===== config.mk =====
export PLATFORM = sky130hd
export DESIGN_NAME = trireg_hold_array
export DESIGN_NICKNAME = d
export VERILOG_FILES = /design/src/rtl/trireg_pkg.sv /design/src/rtl/trireg_hold_cell.sv /design/src/rtl/trireg_hold_array.sv
export SDC_FILE = /design/constraint.sdc
export NUM_CORES = 1
export LEC_CHECK = 0
export ABC_AREA = 1
export BUFFER_PORTS_ARGS = -buffer_cell sky130_fd_sc_hd__clkbuf_2
export CORE_ASPECT_RATIO = 0.8
export CORE_UTILIZATION = 50
export CTS_CLUSTER_DIAMETER = 60
export CTS_CLUSTER_SIZE = 25
export DETAILED_ROUTE_END_ITERATION = 8
export GPL_TIMING_DRIVEN = 0
export PLACE_DENSITY = 0.79
export SYNTH_ARGS = -nofsm -noshare
export SYNTH_HDL_FRONTEND = slang
export SYNTH_SLANG_ARGS = --single-unit

===== constraint.sdc =====
create_clock -name clk -period 1.4 [get_ports clk]
set_input_delay 0.07 -clock clk [delete_from_list [all_inputs] [get_ports clk]]
set_output_delay 0.07 -clock clk [all_outputs]
set_load 0.01 [all_outputs]

===== src/rtl/trireg_pkg.sv =====
// Shared types and per-bit wired resolution for the trireg hold array.
package trireg_pkg;

  typedef enum logic [1:0] {
    DRIVEN  = 2'd0,
    HOLD    = 2'd1,
    DECAYED = 2'd2
  } trireg_state_t;

  // Returns {val, xmask} for one bit; with both drivers on, disagreement marks the bit X.
  function automatic logic [1:0] resolve2(input logic a_en, input logic a_val,
                                          input logic b_en, input logic b_val);
    logic [1:0] r;
    case ({a_en, b_en})
      2'b11:   r = {a_val, a_val ^ b_val};
      2'b10:   r = {a_val, 1'b0};
      2'b01:   r = {b_val, 1'b0};
      default: r = 2'b00;
    endcase
    return r;
  endfunction

endpackage


===== src/rtl/trireg_hold_cell.sv =====
// One trireg channel: two-driver resolution, charge hold, optional decay to X.
// Decay is built only when TRIREG_HOLD_DECAY_EN is defined; otherwise charge is held forever.
module trireg_hold_cell
  import trireg_pkg::*;
#(
  parameter int unsigned W            = 8,
  parameter int unsigned DECAY_CYCLES = 4
) (
  input  logic         clk,
  input  logic         rst,
  input  logic         a_en,
  input  logic [W-1:0] a_val,
  input  logic         b_en,
  input  logic [W-1:0] b_val,
  output logic [W-1:0] q_val,
  output logic [W-1:0] q_xmask,
  output logic         held,
  output logic         decay_pulse
);

  if (DECAY_CYCLES == 0) begin : g_bad_param
    $error("DECAY_CYCLES must be at least 1");
  end

  trireg_state_t state_q, state_d;
  logic [W-1:0]  val_q, val_d;
  logic [W-1:0]  xmask_q, xmask_d;
  logic          held_q, held_d;

`ifdef TRIREG_HOLD_DECAY_EN
  localparam int unsigned CntW = $clog2(DECAY_CYCLES + 1);
  logic [CntW-1:0] cnt_q, cnt_d;
  logic            pulse_q, pulse_d;
`endif

  always_comb begin
    state_d = state_q;
    val_d   = val_q;
    xmask_d = xmask_q;
    held_d  = held_q;
`ifdef TRIREG_HOLD_DECAY_EN
    cnt_d   = cnt_q;
    pulse_d = 1'b0;
`endif
    if (a_en || b_en) begin
      for (int i = 0; i < W; i++) begin
        {val_d[i], xmask_d[i]} = resolve2(a_en, a_val[i], b_en, b_val[i]);
      end
      state_d = DRIVEN;
      held_d  = 1'b0;
    end else begin
      unique case (state_q)
        DRIVEN: begin
`ifdef TRIREG_HOLD_DECAY_EN
          if (DECAY_CYCLES == 1) begin
            state_d = DECAYED;
            xmask_d = '1;
            held_d  = 1'b0;
            pulse_d = 1'b1;
          end else begin
            state_d = HOLD;
            cnt_d   = CntW'(DECAY_CYCLES - 1);
            held_d  = 1'b1;
          end
`else
          state_d = HOLD;
          held_d  = 1'b1;
`endif
        end
        HOLD: begin
`ifdef TRIREG_HOLD_DECAY_EN
          if (cnt_q == CntW'(1)) begin
            state_d = DECAYED;
            xmask_d = '1;
            held_d  = 1'b0;
            pulse_d = 1'b1;
          end else begin
            cnt_d = cnt_q - CntW'(1);
          end
`endif
        end
        DECAYED: begin
        end
        // Unused encoding: fall back to the safe unknown state without pulsing.
        default: begin
          state_d = DECAYED;
          xmask_d = '1;
          held_d  = 1'b0;
        end
      endcase
    end
  end

  always_ff @(posedge clk) begin
    if (rst) begin
      state_q <= DECAYED;
      val_q   <= '0;
      xmask_q <= '1;
      held_q  <= 1'b0;
`ifdef TRIREG_HOLD_DECAY_EN
      cnt_q   <= '0;
      pulse_q <= 1'b0;
`endif
    end else begin
      state_q <= state_d;
      val_q   <= val_d;
      xmask_q <= xmask_d;
      held_q  <= held_d;
`ifdef TRIREG_HOLD_DECAY_EN
      cnt_q   <= cnt_d;
      pulse_q <= pulse_d;
`endif
    end
  end

  assign q_val   = val_q;
  assign q_xmask = xmask_q;
  assign held    = held_q;
`ifdef TRIREG_HOLD_DECAY_EN
  assign decay_pulse = pulse_q;
`else
  assign decay_pulse = 1'b0;
`endif

endmodule


===== src/rtl/trireg_hold_array.sv =====
// NCH independent trireg channels; slices the packed buses onto one cell per channel.
// Decay to X is enabled by defining TRIREG_HOLD_DECAY_EN.
module trireg_hold_array
  import trireg_pkg::*;
#(
  parameter int unsigned NCH          = 4,
  parameter int unsigned W            = 8,
  parameter int unsigned DECAY_CYCLES = 4
) (
  input  logic             clk,
  input  logic             rst,
  input  logic [NCH-1:0]   a_en,
  input  logic [NCH*W-1:0] a_val,
  input  logic [NCH-1:0]   b_en,
  input  logic [NCH*W-1:0] b_val,
  output logic [NCH*W-1:0] q_val,
  output logic [NCH*W-1:0] q_xmask,
  output logic [NCH-1:0]   held,
  output logic [NCH-1:0]   decay_pulse
);

  for (genvar c = 0; c < NCH; c++) begin : g_ch
    trireg_hold_cell #(
      .W            (W),
      .DECAY_CYCLES (DECAY_CYCLES)
    ) u_cell (
      .clk         (clk),
      .rst         (rst),
      .a_en        (a_en[c]),
      .a_val       (a_val[c*W +: W]),
      .b_en        (b_en[c]),
      .b_val       (b_val[c*W +: W]),
      .q_val       (q_val[c*W +: W]),
      .q_xmask     (q_xmask[c*W +: W]),
      .held        (held[c]),
      .decay_pulse (decay_pulse[c])
    );
  end

endmodule

After elaboration in Yosys (flattened, before gate mapping)
Index checks and enable logic that the tools add are counted.
Word-level totals
  register bits: 76
  input bits: 74
  output and inout bits: 72
  word-level logic and storage cells: 152
Cells by class
  eq/ne operators: 28
  multiplexer cells: 52
  bitwise gates (word level): 32
  reductions and logical operators: 20
Operators with widths (count)
  $pmux 2 s3: 32
  $mux 8: 8
  $xor 1x1->1: 32
  $eq 2x2->1 const B: 12
  $eq 2x1->1 const B: 8
  $ne 2x1->1 const B: 8
  $pmux 2 s2: 4
  $reduce_or 2->1: 8
  $reduce_or 3->1: 4
  $logic_not 2->1: 4
  $mux 2: 4
  $pmux 1 s2: 4
  $logic_or 1x1->1: 4

Depth between registers and ports, before layout
  depth in word-level cells: 4
  depth in mapped cells: 7
  depth with buffers taken out: 7

By module
Synthesis repeated with hierarchy kept, for this count alone.
Second synthesis, totals
  cells, all modules: 688
  area, all modules: 4078.9 um2
By module, submodules not included
  trireg_hold_cell: instances 4, cells an instance 172, area each 1019.7 um2, sequential area each 360.3 um2

Least setup slack after synthesis
Ideal clock, no wire load.
  kind: register -> register
  from: register g_ch[3].u_cell.state_q[0]
  to: register g_ch[3].u_cell.state_q[1]
  library setup time: 0.121 ns
  data arrival time: 0.912 ns
  required time: 1.279 ns
  path slack: 0.367 ns
  cell stages (with the launch flop): 7
  path buffers: 0
  period minus slack after synthesis: 1.033 ns
  cells stage by stage: dfxtp_1 > inv_1 > ha_1 > inv_1 > nand2_1 > o21ai_0 > o21ai_1
On the way
  longest elaborated chain between the ends: 4
  elaborated cells on any way between the ends: 7
  classes of those cells: eq/ne (3); mux (2); reduce/logical (2)
Ends and longest elaborated chain
  from (decl): RTL line trireg_hold_cell.sv:25  | trireg_state_t state_q, state_d;
  from (signal assigned): RTL line trireg_hold_cell.sv:105  | state_q <= state_d;
  $eq 2x1->1 or $eq 2x2->1 (tied branches): RTL line trireg_hold_cell.sv:52  | unique case (state_q)
  $reduce_or 2->1 (no source line)
  $pmux 2 s2: RTL line trireg_hold_cell.sv:52
  $mux 2: RTL line trireg_hold_cell.sv:45  | if (a_en || b_en) begin
Several ways; a longest one is shown, not always the timed one.
A chain may end at the register's enable or synchronous reset.

==> impl_metrics.env <==
export IMPL_status="completed"
export IMPL_clkTransAtPathRegs_ns=0.08
export IMPL_crit_path_top_delay_cell="dfxtp_1"
export IMPL_path_buf_inv=2
export IMPL_synth_top_area_share_pct=35.2
export IMPL_max_freq_ghz=0.814
export IMPL_die_h_um=83.0
export IMPL_hold_viol_final=0
export IMPL_fin_skew_ns=0.00773
export IMPL_rsz0062_at_grt="false"
export IMPL_cts_root_buf="clkbuf_8"
export IMPL_critPathKind="register to register"
export IMPL_cts_repair_resized=0
export IMPL_initial_core_util_pct=51.6
export IMPL_syn_area_mm2=0.00410
export IMPL_min_period_over_period_pct=87.7
export IMPL_setup_viol=0
export IMPL_area_delta_synth_final_pct=27.0
export IMPL_critical_path_startpoint_type="register"
export IMPL_drv_cap=0
export IMPL_synth_avg_cell_area_um2=5.98
export IMPL_yosys_area_top_type="dfxtp_1"
export IMPL_clock_path_buffers=2
export IMPL_cellLeakagePower_nw=3.41
export IMPL_post_cts_repair_setup_buffers=0
export IMPL_synth_seq_cells=72
export IMPL_yosys_top_cells_count="326 x nand2_1, 151 x inv_1, 72 x dfxtp_1"
export IMPL_synth_edf_count=0
export IMPL_grt_start_max_net_pins=13
export IMPL_synth_warnings=0
export IMPL_ys_seq_area_share_pct=35.2
export IMPL_synth_cell_types=22
export IMPL_worstPathArrival_ns=1.48
export IMPL_clk_latency_ns=0.34
export IMPL_dr_pass1_iters=4
export IMPL_synth_area_leaders="dfxtp_1 35%, nand2_1 30%, inv_1 14%"
export IMPL_grt_usage_pct=23.8
export IMPL_tightestPinTransition_ns=0.578
export IMPL_synth_most_common_cell="nand2_1"
export IMPL_critPathMaxStageDelay_ns=0.40
export IMPL_grt_pass1_vias=3883
export IMPL_viasPerCell=4.52
export IMPL_drt_iter0_markers=124
export IMPL_min_period_ns=1.23
export IMPL_cts_tree="yes"
export IMPL_hpwl_mm=7.55
export IMPL_path_common_cell="inv_1"
export IMPL_die_w_um=103
export IMPL_hp_class="primary input to register"
export IMPL_grt_pass1_wl_mm=16.5
export IMPL_post_route_drc_count=0
export IMPL_drive_above_1_share_pct=23.7
export IMPL_cp_required_ns=1.65
export IMPL_fin_util_pct=65.5
export IMPL_pin_count=146
export IMPL_max_slew_margin_rel_pct=61.5
export IMPL_path_cells="inv_1 -> ha_1 -> inv_1 -> nand2_1 -> a211oi_1"
export IMPL_endpoint_kind="register"
export IMPL_coreArea_mm2=0.00795
export IMPL_synth_cells=685
export IMPL_io_buffer_count=141
export IMPL_synthArstFlopShare_pct=0
export IMPL_synth_main_ff_cell="dfxtp_1"
export IMPL_crit_family="flip-flops"
export IMPL_dieArea_mm2=0.00856
export IMPL_rows=29
export IMPL_n_antenna_cell=0
export IMPL_max_vdd_ir_drop_mv=0.606
export IMPL_power_density_mw_per_mm2=1030
export IMPL_place_gp_congestion=0.800
export IMPL_cts_htree_levels=3
export IMPL_ctsHoldBuffers=0
export IMPL_clock_sinks=72
export IMPL_tns_ns=0
export IMPL_ant_nets=0
export IMPL_fillCellCount=741
export IMPL_antenna_found_initial=0
export IMPL_fin_nets=922
export IMPL_drv_slew=0
export IMPL_wl_per_cell_um=10.1
export IMPL_numCtsBuffers=9
export IMPL_cp_max_fo=4
export IMPL_route_vias_total=4310
export IMPL_drt_wl_total_mm=9.61
export IMPL_overflow=0
==> state kept, by name (all words and copies together), names as in the netlist <==
| signal | cells |
|---|---|
| g_ch.u_cell.q_xmask | 32 |
| g_ch.u_cell.held | 3 |
| g_ch.u_cell.state_q | 5 |
| g_ch.u_cell.q_val | 32 |
==> stage by stage <==
stage / instances / cell area (µm²) / power [W] / worst slack, ns / hold WS (ns)
final: 953 / 5200 / 0.00534 / 0.172 / 0.0226
after floorplan: 688 / 4110 / 0.00290 / 0.367 / 0.143
after global placement: 937 / 4950 / 0.00328 / 0.310 / 0.371
after detailed placement: 937 / 4950 / 0.00332 / 0.219 / 0.388
after global routing: 953 / 5200 / 0.00564 / 0.0776 / 0.0210
after CTS: 953 / 5200 / 0.00540 / 0.185 / 0.0220
==> kinds of logic (layout without fill, tap and decap cells) <==
group	Yosys count	after routing	share of synthesized area, %
buffers and inverters	183	340	18.7
and+or+nand+nor	404	404	41.2
DFF	72	72	35.2
other	1	4	0.0915
adders and majority gates	8	8	2.44
AOI/OAI and AO/OA	17	17	2.38
==> path summary, 6_finish.rpt <==
| path | startpoint | slack (ns) | to | depth (start not counted) |
|---|---|---|---|---|
| min | rst | 0.02 | g_ch[3].u_cell.state_q[0] | 2 |
| max | g_ch[1].u_cell.held | 0.17 | g_ch[1].u_cell.held | 5 |
| min reg2reg | g_ch[2].u_cell.held | 0.51 | g_ch[2].u_cell.held | 2 |
| max reg2reg | g_ch[1].u_cell.held | 0.17 | g_ch[1].u_cell.held | 5 |
==> power by group <==
group	leakage, nW	total [W]	internal [W]	switching [W]
Clock	0.126	0.00207	0.00128	0.000789
Sequential	0.600	0.00227	0.00220	0.0000780
Combinational	2.68	0.000995	0.000396	0.000599
==> layout make-up <==
cell class | instances | area, µm² | area share [%]
clock buffer | 11 | 151 | 2.91
inverter | 162 | 613 | 11.8
tap | 108 | 135 | 2.60
multi-input combinational | 433 | 1900 | 36.5
sequential | 72 | 1440 | 27.7
timing repair buffer | 141 | 706 | 13.6
clock inverter | 5 | 103 | 1.97
buffer | 21 | 154 | 2.96
==> layout by cell type, fill, tap and decap left out, types with 4 or more instances in the layout <==
| cell type | count |
|---|---|
| ha_1 | 8 |
| inv_1 | 151 |
| o21ai_0 | 12 |
| nor2_4 | 10 |
| clkbuf_8 | 11 |
| inv_2 | 8 |
| dfxtp_1 | 72 |
| buf_4 | 8 |
| nand2_1 | 326 |
| buf_6 | 5 |
| buf_2 | 6 |
| conb_1 | 4 |
| nand3_1 | 64 |
| clkbuf_2 | 141 |
==> routing by layer <==
| metal | routed length, µm | vias up | global-route usage (%) | share of wire, % |
|---|---|---|---|---|
| li1 | - | 2294 | - | - |
| met1 | 4530 | 1901 | 29.2 | 47 |
| met2 | 4480 | 107 | 41.8 | 47 |
| met3 | 510 | 8 | 5.72 | 5.3 |
| met4 | 81 | 0 | 5.38 | 0.84 |
| met5 | 0 | - | 0 | 0 |
No activity file was read; power rests on OpenSTA's default activity.
